`src/rtl/arith_pkg.sv`:
```
// rtl/arith_pkg.sv - shared state encoding and width helper for the serial multiplier
//
// Purpose: FSM state type for mul_ser_gen and a constant-foldable clog2
//          used to size the iteration counter.
// Ports:   none (package).

package arith_pkg;

  typedef enum logic [1:0] {
    IDLE = 2'd0,
    RUN  = 2'd1,
    DONE = 2'd2
  } state_t;

  function automatic int clog2(input int v);
    int r;
    r = 0;
    for (int i = 0; i < 32; i++) begin
      if ((1 << r) < v) r = r + 1;
    end
    return r;
  endfunction

endpackage

```
`src/rtl/mul_ser_addsub.sv`:
```
// rtl/mul_ser_addsub.sv - registered accumulator stage: p <= 0, p + t, p - t or hold
//
// Purpose: partial-product accumulator of the serial multiplier. Pure datapath;
//          the caller decides when to clear, add or subtract.
// Ports:
//   clk      in  rising-edge clock
//   reset_n  in  asynchronous active-low reset, clears p
//   clr      in  p <= 0 (takes priority over en)
//   en       in  accumulate this cycle
//   sub      in  when en: 1 = subtract t, 0 = add t
//   t        in  W-bit shifted multiplicand
//   p        out W-bit accumulator, arithmetic modulo 2^W

module mul_ser_addsub #(
  parameter int W = 16
) (
  input  logic         clk,
  input  logic         reset_n,
  input  logic         clr,
  input  logic         en,
  input  logic         sub,
  input  logic [W-1:0] t,
  output logic [W-1:0] p
);

  always_ff @(posedge clk or negedge reset_n) begin
    if (!reset_n) begin
      p <= '0;
    end else if (clr) begin
      p <= '0;
    end else if (en) begin
      p <= sub ? (p - t) : (p + t);
    end
  end

endmodule

```
`src/rtl/mul_ser_gen.sv`:
```
// rtl/mul_ser_gen.sv - parametrised serial shift-add multiplier, signed or unsigned per op
//
// Purpose: one partial product per clock, scanning a LSB-first. Result after
//          WA+1 edges from the start-sampling edge; one result per WA+2 cycles.
// Ports:
//   clk      in  rising-edge clock
//   reset_n  in  asynchronous active-low reset
//   start    in  request, sampled only while ready=1
//   tc       in  1 = operands two's complement, 0 = unsigned (captured with start)
//   x        in  WX-bit multiplicand (captured with start)
//   a        in  WA-bit multiplier (captured with start)
//   ready    out high in IDLE only
//   done     out one-cycle pulse when y carries a new product
//   y        out WY-bit product, held until the next done

module mul_ser_gen
  import arith_pkg::*;
#(
  parameter int WX = 8,
  parameter int WA = 8,
  parameter int WY = WX + WA
) (
  input  logic          clk,
  input  logic          reset_n,
  input  logic          start,
  input  logic          tc,
  input  logic [WX-1:0] x,
  input  logic [WA-1:0] a,
  output logic          ready,
  output logic          done,
  output logic [WY-1:0] y
);

  localparam int CW = clog2(WA) + 1;

  state_t        state, state_nxt;
  logic [WA-1:0] a_reg;
  logic          tc_reg;
  logic [WY-1:0] t;
  logic [WY-1:0] p;
  logic [CW-1:0] count;
  logic          last_iter;
  logic          acc_clr;
  logic          acc_en;
  logic          acc_sub;

  assign last_iter = (count == CW'(WA - 1));
  assign ready     = (state == IDLE);

  // Next state and accumulator control. In two's complement the MSB of a
  // carries weight -2^(WA-1), so its partial product is subtracted.
  always_comb begin
    state_nxt = state;
    acc_clr   = 1'b0;
    acc_en    = 1'b0;
    acc_sub   = 1'b0;
    case (state)
      IDLE: begin
        if (start) begin
          state_nxt = RUN;
          acc_clr   = 1'b1;
        end
      end
      RUN: begin
        acc_en  = a_reg[0];
        acc_sub = tc_reg & last_iter;
        if (last_iter) state_nxt = DONE;
      end
      DONE: begin
        state_nxt = IDLE;
      end
      default: begin
        state_nxt = IDLE;
      end
    endcase
  end

  always_ff @(posedge clk or negedge reset_n) begin
    if (!reset_n) begin
      state  <= IDLE;
      a_reg  <= '0;
      tc_reg <= 1'b0;
      t      <= '0;
      count  <= '0;
      y      <= '0;
      done   <= 1'b0;
    end else begin
      state <= state_nxt;
      done  <= (state == DONE);
      if (state == DONE) y <= p;
      case (state)
        IDLE: begin
          if (start) begin
            a_reg  <= a;
            tc_reg <= tc;
            // Sign-extend x in signed mode so shifted copies keep their sign.
            t      <= tc ? {{WA{x[WX-1]}}, x} : {{WA{1'b0}}, x};
            count  <= '0;
          end
        end
        RUN: begin
          a_reg <= a_reg >> 1;
          t     <= t << 1;
          count <= count + CW'(1);
        end
        default: begin
        end
      endcase
    end
  end

  mul_ser_addsub #(
    .W (WY)
  ) u_acc (
    .clk     (clk),
    .reset_n (reset_n),
    .clr     (acc_clr),
    .en      (acc_en),
    .sub     (acc_sub),
    .t       (t),
    .p       (p)
  );

endmodule

```
`config.mk`:
```
export PLATFORM = sky130hd
export DESIGN_NAME = mul_ser_gen
export DESIGN_NICKNAME = d
export VERILOG_FILES = /design/src/rtl/arith_pkg.sv /design/src/rtl/mul_ser_addsub.sv /design/src/rtl/mul_ser_gen.sv
export SDC_FILE = /design/constraint.sdc
export NUM_CORES = 1
export LEC_CHECK = 0
export BUFFER_PORTS_ARGS = -buffer_cell sky130_fd_sc_hd__buf_2
export CAP_MARGIN = 0
export CELL_PAD_IN_SITES_DETAIL_PLACEMENT = 1
export CELL_PAD_IN_SITES_GLOBAL_PLACEMENT = 2
export CORE_MARGIN = 1.5
export CORE_UTILIZATION = 37
export CTS_CLUSTER_SIZE = 28
export DETAILED_ROUTE_END_ITERATION = 8
export GPL_TIMING_DRIVEN = 0
export PLACE_DENSITY_LB_ADDON = 0.15
export SETUP_SLACK_MARGIN = 0.05
export SLEW_MARGIN = 10
export SYNTH_ARGS = -nofsm -noshare
export SYNTH_HDL_FRONTEND = slang
export SYNTH_SLANG_ARGS = --single-unit
```
`constraint.sdc`:
```
create_clock -name clk -period 3.5 [get_ports clk]
set_input_delay 0.35 -clock clk [delete_from_list [all_inputs] [get_ports clk]]
set_output_delay 0.35 -clock clk [all_outputs]
set_load 0.01 [all_outputs]
```
# Word-level counts from Yosys, hierarchy flattened
# Cells that the tools add are included.
# Widths: inputs -> output; s select.
# classes
n_addsub	3
n_eq_ne	5
muxes	17
bitwise	1
reduce_logical	6
# op_table
op	n
$mux 16	5
$pmux 16 s2	1
$add 16x16->16	1
$pmux 8 s2	1
$sub 16x16->16	1
$mux 8	1
$pmux 4 s2	1
$reduce_and 2->1	3
$add 4x1->4 const B	1
$eq 4x3->1 const B	1
$mux 1	4
$mux 2	2
$mux 4	1
$ne 2x2->1 const B	2
$pmux 2 s2	1
$reduce_bool 2->1	2
$eq 2x1->1 const B	1
$eq 2x2->1 const B	1
$logic_not 2->1	1
$and 1x1->1	1
# totals
reg_bits	64
inputBits	20
output_inout_bits	18
wordCells	40

# Depth between registers and ports, before layout
# logic_depth
word_depth	6
ltp_mapped	15
depth_no_buf	15

# Modules after synthesis
# From an unflattened synthesis, not the netlist that was laid out.
# unflattened
cells_unflattened	363
hier_area_um2	3673.5
# by_module_without_submodules
mod	instances	cells_each	area_per_inst_um2	seq_area_each_um2
mul_ser_gen	1	163	1986.9	1201.2
mul_ser_addsub	1	200	1686.6	400.4

# Worst setup path before layout
# OpenSTA, ideal clock, no wires.
# synth_timing
path_type	reg2reg
start	register count[0]
end	register u_acc.p[15]
setup_ns	0.079
arrival_time_ns	3.060
required_time_ns	3.421
path_slack_ns	0.361
stages_incl_launch_ff	14
n_path_buf	0
period_less_slack_ns	3.139
path_cell_list	dfrtp_1 ha_1 and3b_1 nand3_1 o21ai_0 xor2_1 ha_1 a21oi_1 nand2_1 a31o_1 nor2b_1 o32ai_1 mux2i_1 mux2i_1
# synth_via
elab_chain_len	6
# synth_rtl
element	line	text
start, declared	mul_ser_gen.sv:41	logic [CW-1:0] count;
start signal, assigned	mul_ser_gen.sv:104	count <= count + CW'(1);
$eq 4x3->1	mul_ser_gen.sv:47	assign last_iter = (count == CW'(WA - 1));
$and 1x1->1	mul_ser_gen.sv:66	acc_sub = tc_reg & last_iter;
$mux 1	mul_ser_gen.sv:57	case (state)
$mux 16	mul_ser_addsub.sv:32	p <= sub ? (p - t) : (p + t);
$mux 16	mul_ser_addsub.sv:31	end else if (en) begin
$mux 16	mul_ser_addsub.sv:29	end else if (clr) begin
end signal, assigned	mul_ser_addsub.sv:32	
end, declared	mul_ser_addsub.sv:23	output logic [W-1:0] p
# No other way between the ends. The select of a mux whose other input is x is not followed.
# A chain may end at the register's enable or synchronous reset.

# Worst setup path in the final report
# layout_timing
start	register t[9]
end	register u_acc.p[15]
# layout_via
elab_chain_len	4
elab_cells_between_ends	5
cone_classes	2 x add/sub; 3 x mux
# layout_rtl
element	line	text
start, declared	mul_ser_gen.sv:39	logic [WY-1:0] t;
start signal, assigned	mul_ser_gen.sv:97	t <= tc ? {{WA{x[WX-1]}}, x} : {{WA{1'b0}}, x};
start signal, assigned	mul_ser_gen.sv:103	t <= t << 1;
$add 16x16->16 or $sub 16x16->16 (tied branches)	mul_ser_addsub.sv:32	
$mux 16 (*)	mul_ser_addsub.sv:32	
$mux 16 (*)	mul_ser_addsub.sv:31	
$mux 16 (*)	mul_ser_addsub.sv:29	
# Every way passes the cells marked *; elsewhere a longest branch is shown, timed or not. The select of a mux whose other input is x is not followed.

==> impl_summary.txt <==
----------------------------------------------------
[Logic synthesis]
  Total nets after synthesis ... between 300 and 400
  Cell area after synthesis ... between 3000 and 4000 sq um
  Post-synthesis adder-cell area fraction ... 6.73%
  Area fraction in compound gates after synthesis ... around 16%
  Number of synthesized flops with an enable pin ... 0
  Number of instances in the synthesized netlist ... ~360
  Number of synthesized register bits ... 64
  Avg Inst Size Synth ... approximately 9.7 sq um
  Most used DFF post-synth ... sky130_fd_sc_hd__dfrtp_1
  Number of distinct standard cells referenced by the synthesized netlist ... 45
  Fraction of registers with async set/reset ... 100%
  Register area share after synthesis ... between 40% and 50%
  Dominant combinational cell family by area after synthesis ... simple AND/OR/NAND/NOR gates
  Number of warnings issued by yosys ... 0
  Xor and xnor area share after synthesis ... under 10%
  Multiplexer area fraction after synthesis ... between 6 and 7%
  Area fraction in and, or, nand and nor cells after synthesis ... between 10% and 20%

[Detailed routing]
  Via-per-instance ratio ... 5.32
  Remaining antenna violation count ... 0
  Total Routed Length ... between 8 and 9 mm
  DR WL/cell ... about 16 um
  Routed wire length on met2 ... around 4.2 mm
  Number of DRC violations after detailed-routing iteration 0 ... 43
  First-pass iteration count of the detailed router ... 4
  Top routing layer used ... met4
  Total number of vias ... 2823
  Met3 wirelength from detailed routing ... around 150 um
  Count of unresolved DRC violations after routing ... 0
  Met1 Routed Length ... 4.19 mm

[Timing]
  Post-route minimum period ... approximately 3.4 ns
  Maximum clock frequency ... just under 300 MHz
  Setup-violating endpoint count in the final report ... 0
  Number of hold violations in the final report ... 0
  Setup repair after global routing missed its margin ... true
  Max-slew violation count ... 0
  Clock skew ... roughly 0.015 ns
  Slew HR ... between 50% and 60%
  Transition time at the pin with the least slew margin ... around 0.70 ns
  Ratio of final minimum period to clock period ... a little over nine tenths

[Setup path]
  Register-to-Register Path Depth ... 10
  Cell with the biggest individual delay on the critical path ... sky130_fd_sc_hd__or4_4
  Terminus of the critical flop-to-flop path ... u_acc.p[15]
  WP data arrival ... 3.63 ns
  Largest stage delay on the critical path ... approximately 0.55 ns
  Largest delay share family, worst path ... simple AND/OR/NAND/NOR gates
  Crit path launch type ... register
  Startpoint of the worst register-to-register path ... t[9]
  Crit. End Element ... register
  Combined buffer and inverter count along the critical path ... 0
  Data required time at the worst endpoint ... around 3.8 ns
  Highest fanout seen on the critical path ... 4
  Sequence of cells on the critical path ... or4_4 -> or4_4 -> o31ai_4 -> xor2_2 -> ha_1 -> a21oi_2 -> o211ai_1 -> o32ai_2 -> mux2i_1 -> mux2i_1
  Slack of the worst reg-to-reg path ... ~0.13 ns
  Crit Path Category ... reg -> reg

[Pwr]
  Leakage ... between 1.5 and 2 nW
  Internal power summed over all cells ... around 2.7 mW
  Proportion of total power due to net switching ... 44.9%
  Switching power ... between 2 and 2.5 mW
  Power share of the clock group ... 14.5%
  Flop pwr share ... a little over a quarter
  Total Power ... 4.93 mW
  Combinational group share of total power ... just under 60%
  Areal power density over the cells ... ~1200 nW/um^2
  Peak supply drop ... 0.343 mV

[Status]
  Result of the run ... complete, no violations

[Floorplan]
  Row count ... 35
  Effective utilization at floorplan ... between 30% and 40%
  Core area ... 9150 sq um
  DIE HEIGHT ... approximately 100 um
  Floorplan die width ... 99.7 um
  I/O pin total ... 38
  Die Footprint ... 9940 sq um

[Layout]
  Relative area change from synthesis to final layout ... 20.3%
  Layout Utilization ... 45.5%
  Nets ... around 450
  Share of post-route cells with drive strength above 1 ... between 20% and 30%
  Antenna diode count ... 0
  Registers with the highest flip-flop counts ... t (16), u_acc.p (16), y (16)
  Final cell area excluding filler cells ... around 4200 sq um

[Clock network]
  Clock-pin slew on the worst setup and hold paths ... approximately 0.080 ns
  Count of clock tree sinks ... 64
  TritonCTS clock tree ... built
  Clock insertion delay at the later pin of the skew report ... around 0.35 ns
  # H-tree levels ... 3
  Number of CTS-inserted buffers ... 9
  CTS Buffer Depth ... 2
  Clock root cell ... sky130_fd_sc_hd__clkbuf_8

[Global route]
  Maximum number of pins on one net before global-route repair ... 42
  Initial antenna violation count ... 0
  Grt ovf ... 0
  Vias in the first global route ... roughly 2900
  Global-route wire length before repair ... 14.3 mm
  GRT Overall Usage ... 18.5%

[Hold path]
  Min-Delay Path Depth ... 3
  Min-delay src ... x[0]
  Terminating pin of the worst hold path ... t[0]
  Type of the most critical hold path ... in -> reg

[Place]
  Count of buffers inserted at the top-level ports ... 37
  Final estimated routing congestion in global placement ... a little under 0.8
  Placed standard-cell area ... around 3800 sq um
  Post-DP HPWL ... between 6 and 7 mm

[Flow run]
  Max-Cap Viols ... 0

----------------------------------------------------
-- layout by cell type (no fill, tap or decap), types with 3 or more instances in the layout --
cell type / netlist / final
sky130_fd_sc_hd__nor2_1: 28 / 28
sky130_fd_sc_hd__mux2_2: 16 / 16
sky130_fd_sc_hd__nand4_1: 4 / 4
sky130_fd_sc_hd__o31ai_1: 4 / 3
sky130_fd_sc_hd__xnor2_1: 11 / 11
sky130_fd_sc_hd__buf_2: 0 / 36
sky130_fd_sc_hd__o21ai_1: 3 / 3
sky130_fd_sc_hd__nor2b_1: 7 / 7
sky130_fd_sc_hd__a21oi_1: 16 / 13
sky130_fd_sc_hd__inv_1: 5 / 5
sky130_fd_sc_hd__xor2_1: 14 / 13
sky130_fd_sc_hd__clkbuf_1: 14 / 14
sky130_fd_sc_hd__nor3_1: 5 / 5
sky130_fd_sc_hd__dfrtp_1: 64 / 62
sky130_fd_sc_hd__nand2_1: 56 / 56
sky130_fd_sc_hd__o22ai_1: 7 / 7
sky130_fd_sc_hd__ha_1: 17 / 16
sky130_fd_sc_hd__nand2b_1: 6 / 6
sky130_fd_sc_hd__clkbuf_8: 0 / 9
sky130_fd_sc_hd__buf_4: 0 / 9
sky130_fd_sc_hd__nand3_1: 6 / 5
sky130_fd_sc_hd__clkinv_4: 0 / 3
sky130_fd_sc_hd__o21ai_0: 28 / 28
sky130_fd_sc_hd__a21oi_2: 0 / 3
sky130_fd_sc_hd__a22oi_1: 14 / 14
-- synthesized netlist by cell type (all sizes together), types with 2 or more instances --
master	count	area, sq um
dfrtp	64	1600
nand2	56	210
o21ai	31	155
nor2	28	105
ha	17	213
a21oi	16	80.1
mux2	16	180
a22oi	14	105
clkbuf	14	52.6
xor2	14	123
xnor2	11	96.3
nor2b	7	43.8
o22ai	7	43.8
nand2b	6	37.5
nand3	6	30.0
inv	5	18.8
nor3	5	25.0
o31ai	5	51.3
nand4	4	25.0
mux2i	3	30.0
a211oi	2	15.0
and2	2	12.5
and3	2	12.5
nand3b	2	15.0
or4	2	22.5
-- stage by stage --
step,hold slack [ns],setup slack (ns),std cells,TNS (ns)
final,0.211,0.128,531,0
after global routing,0.218,-0.0393,531,-0.0393
after CTS,0.201,0.0580,523,0
after detailed placement,0.265,-0.322,506,-0.330
after global placement,0.456,-0.231,505,-0.231
after floorplan,0.0544,0.361,357,0
-- timing repair --
action	4_1_cts	5_1_grt
endpoints found under the hold margin	23	0
endpoints found under the setup margin	6	3
setup buffers	0	8
resized for setup	7	8
pin swaps	1	5
hold buffers	1	0
-- how the worst max path moves through the flow --
stage | from | end | cells after the start
final | t[9] | u_acc.p[15] | 10
after global routing | t[9] | u_acc.p[15] | 10
after CTS | t[9] | u_acc.p[15] | 10
after detailed placement | state[0] | u_acc.p[15] | 13
after global placement | state[0] | u_acc.p[15] | 13
after floorplan | count[0] | u_acc.p[15] | 13
-- power by group through the flow --
| stage | registers (mW) | clock network (mW) | logic, mW |
|---|---|---|---|
| finish | 1.35 | 0.713 | 2.87 |
| detailed placement | 1.37 | 0 | 2.74 |
| global route | 1.41 | 0.765 | 3.24 |
| floorplan | 1.31 | 0 | 2.07 |
| global placement | 1.35 | 0 | 2.66 |
| CTS | 1.36 | 0.728 | 2.80 |
-- final cells by class --
cell class / count / area (sq um)
Buffer: 15 / 57.6
Clock buffer: 10 / 128
Clock inverter: 6 / 93.8
Fill cell: 1042 / 4990
Inverter: 5 / 18.8
Multi-Input combinational cell: 273 / 1840
Sequential cell: 64 / 1600
Tap cell: 111 / 139
Timing Repair Buffer: 47 / 278
-- cells by family after synthesis --
| kind of cell | after synthesis |
|---|---|
| buffers and inverters | 20 |
| adders and majority gates | 18 |
| AOI/OAI and AO/OA | 88 |
| and+or+nand+nor | 123 |
| xor gates and xnor gates | 25 |
| DFF | 64 |
| muxes | 19 |
-- layer usage --
layer,vias to the layer above,global-route usage [%]
met5,-,0
met4,0,5.85
met3,10,3.02
met2,37,30.7
met1,1393,24.8
li1,1383,-
-- worst register-to-register path: cells and delay by family (launching register included) --
family,cells,cell delay (ns)
DFF,1,0.43
xor gates and xnor gates,1,0.20
muxes,2,0.50
and+or+nand+nor,2,1.02
AOI/OAI and AO/OA,4,0.84
adders and majority gates,1,0.30
Power figures use the tool's default switching activity.
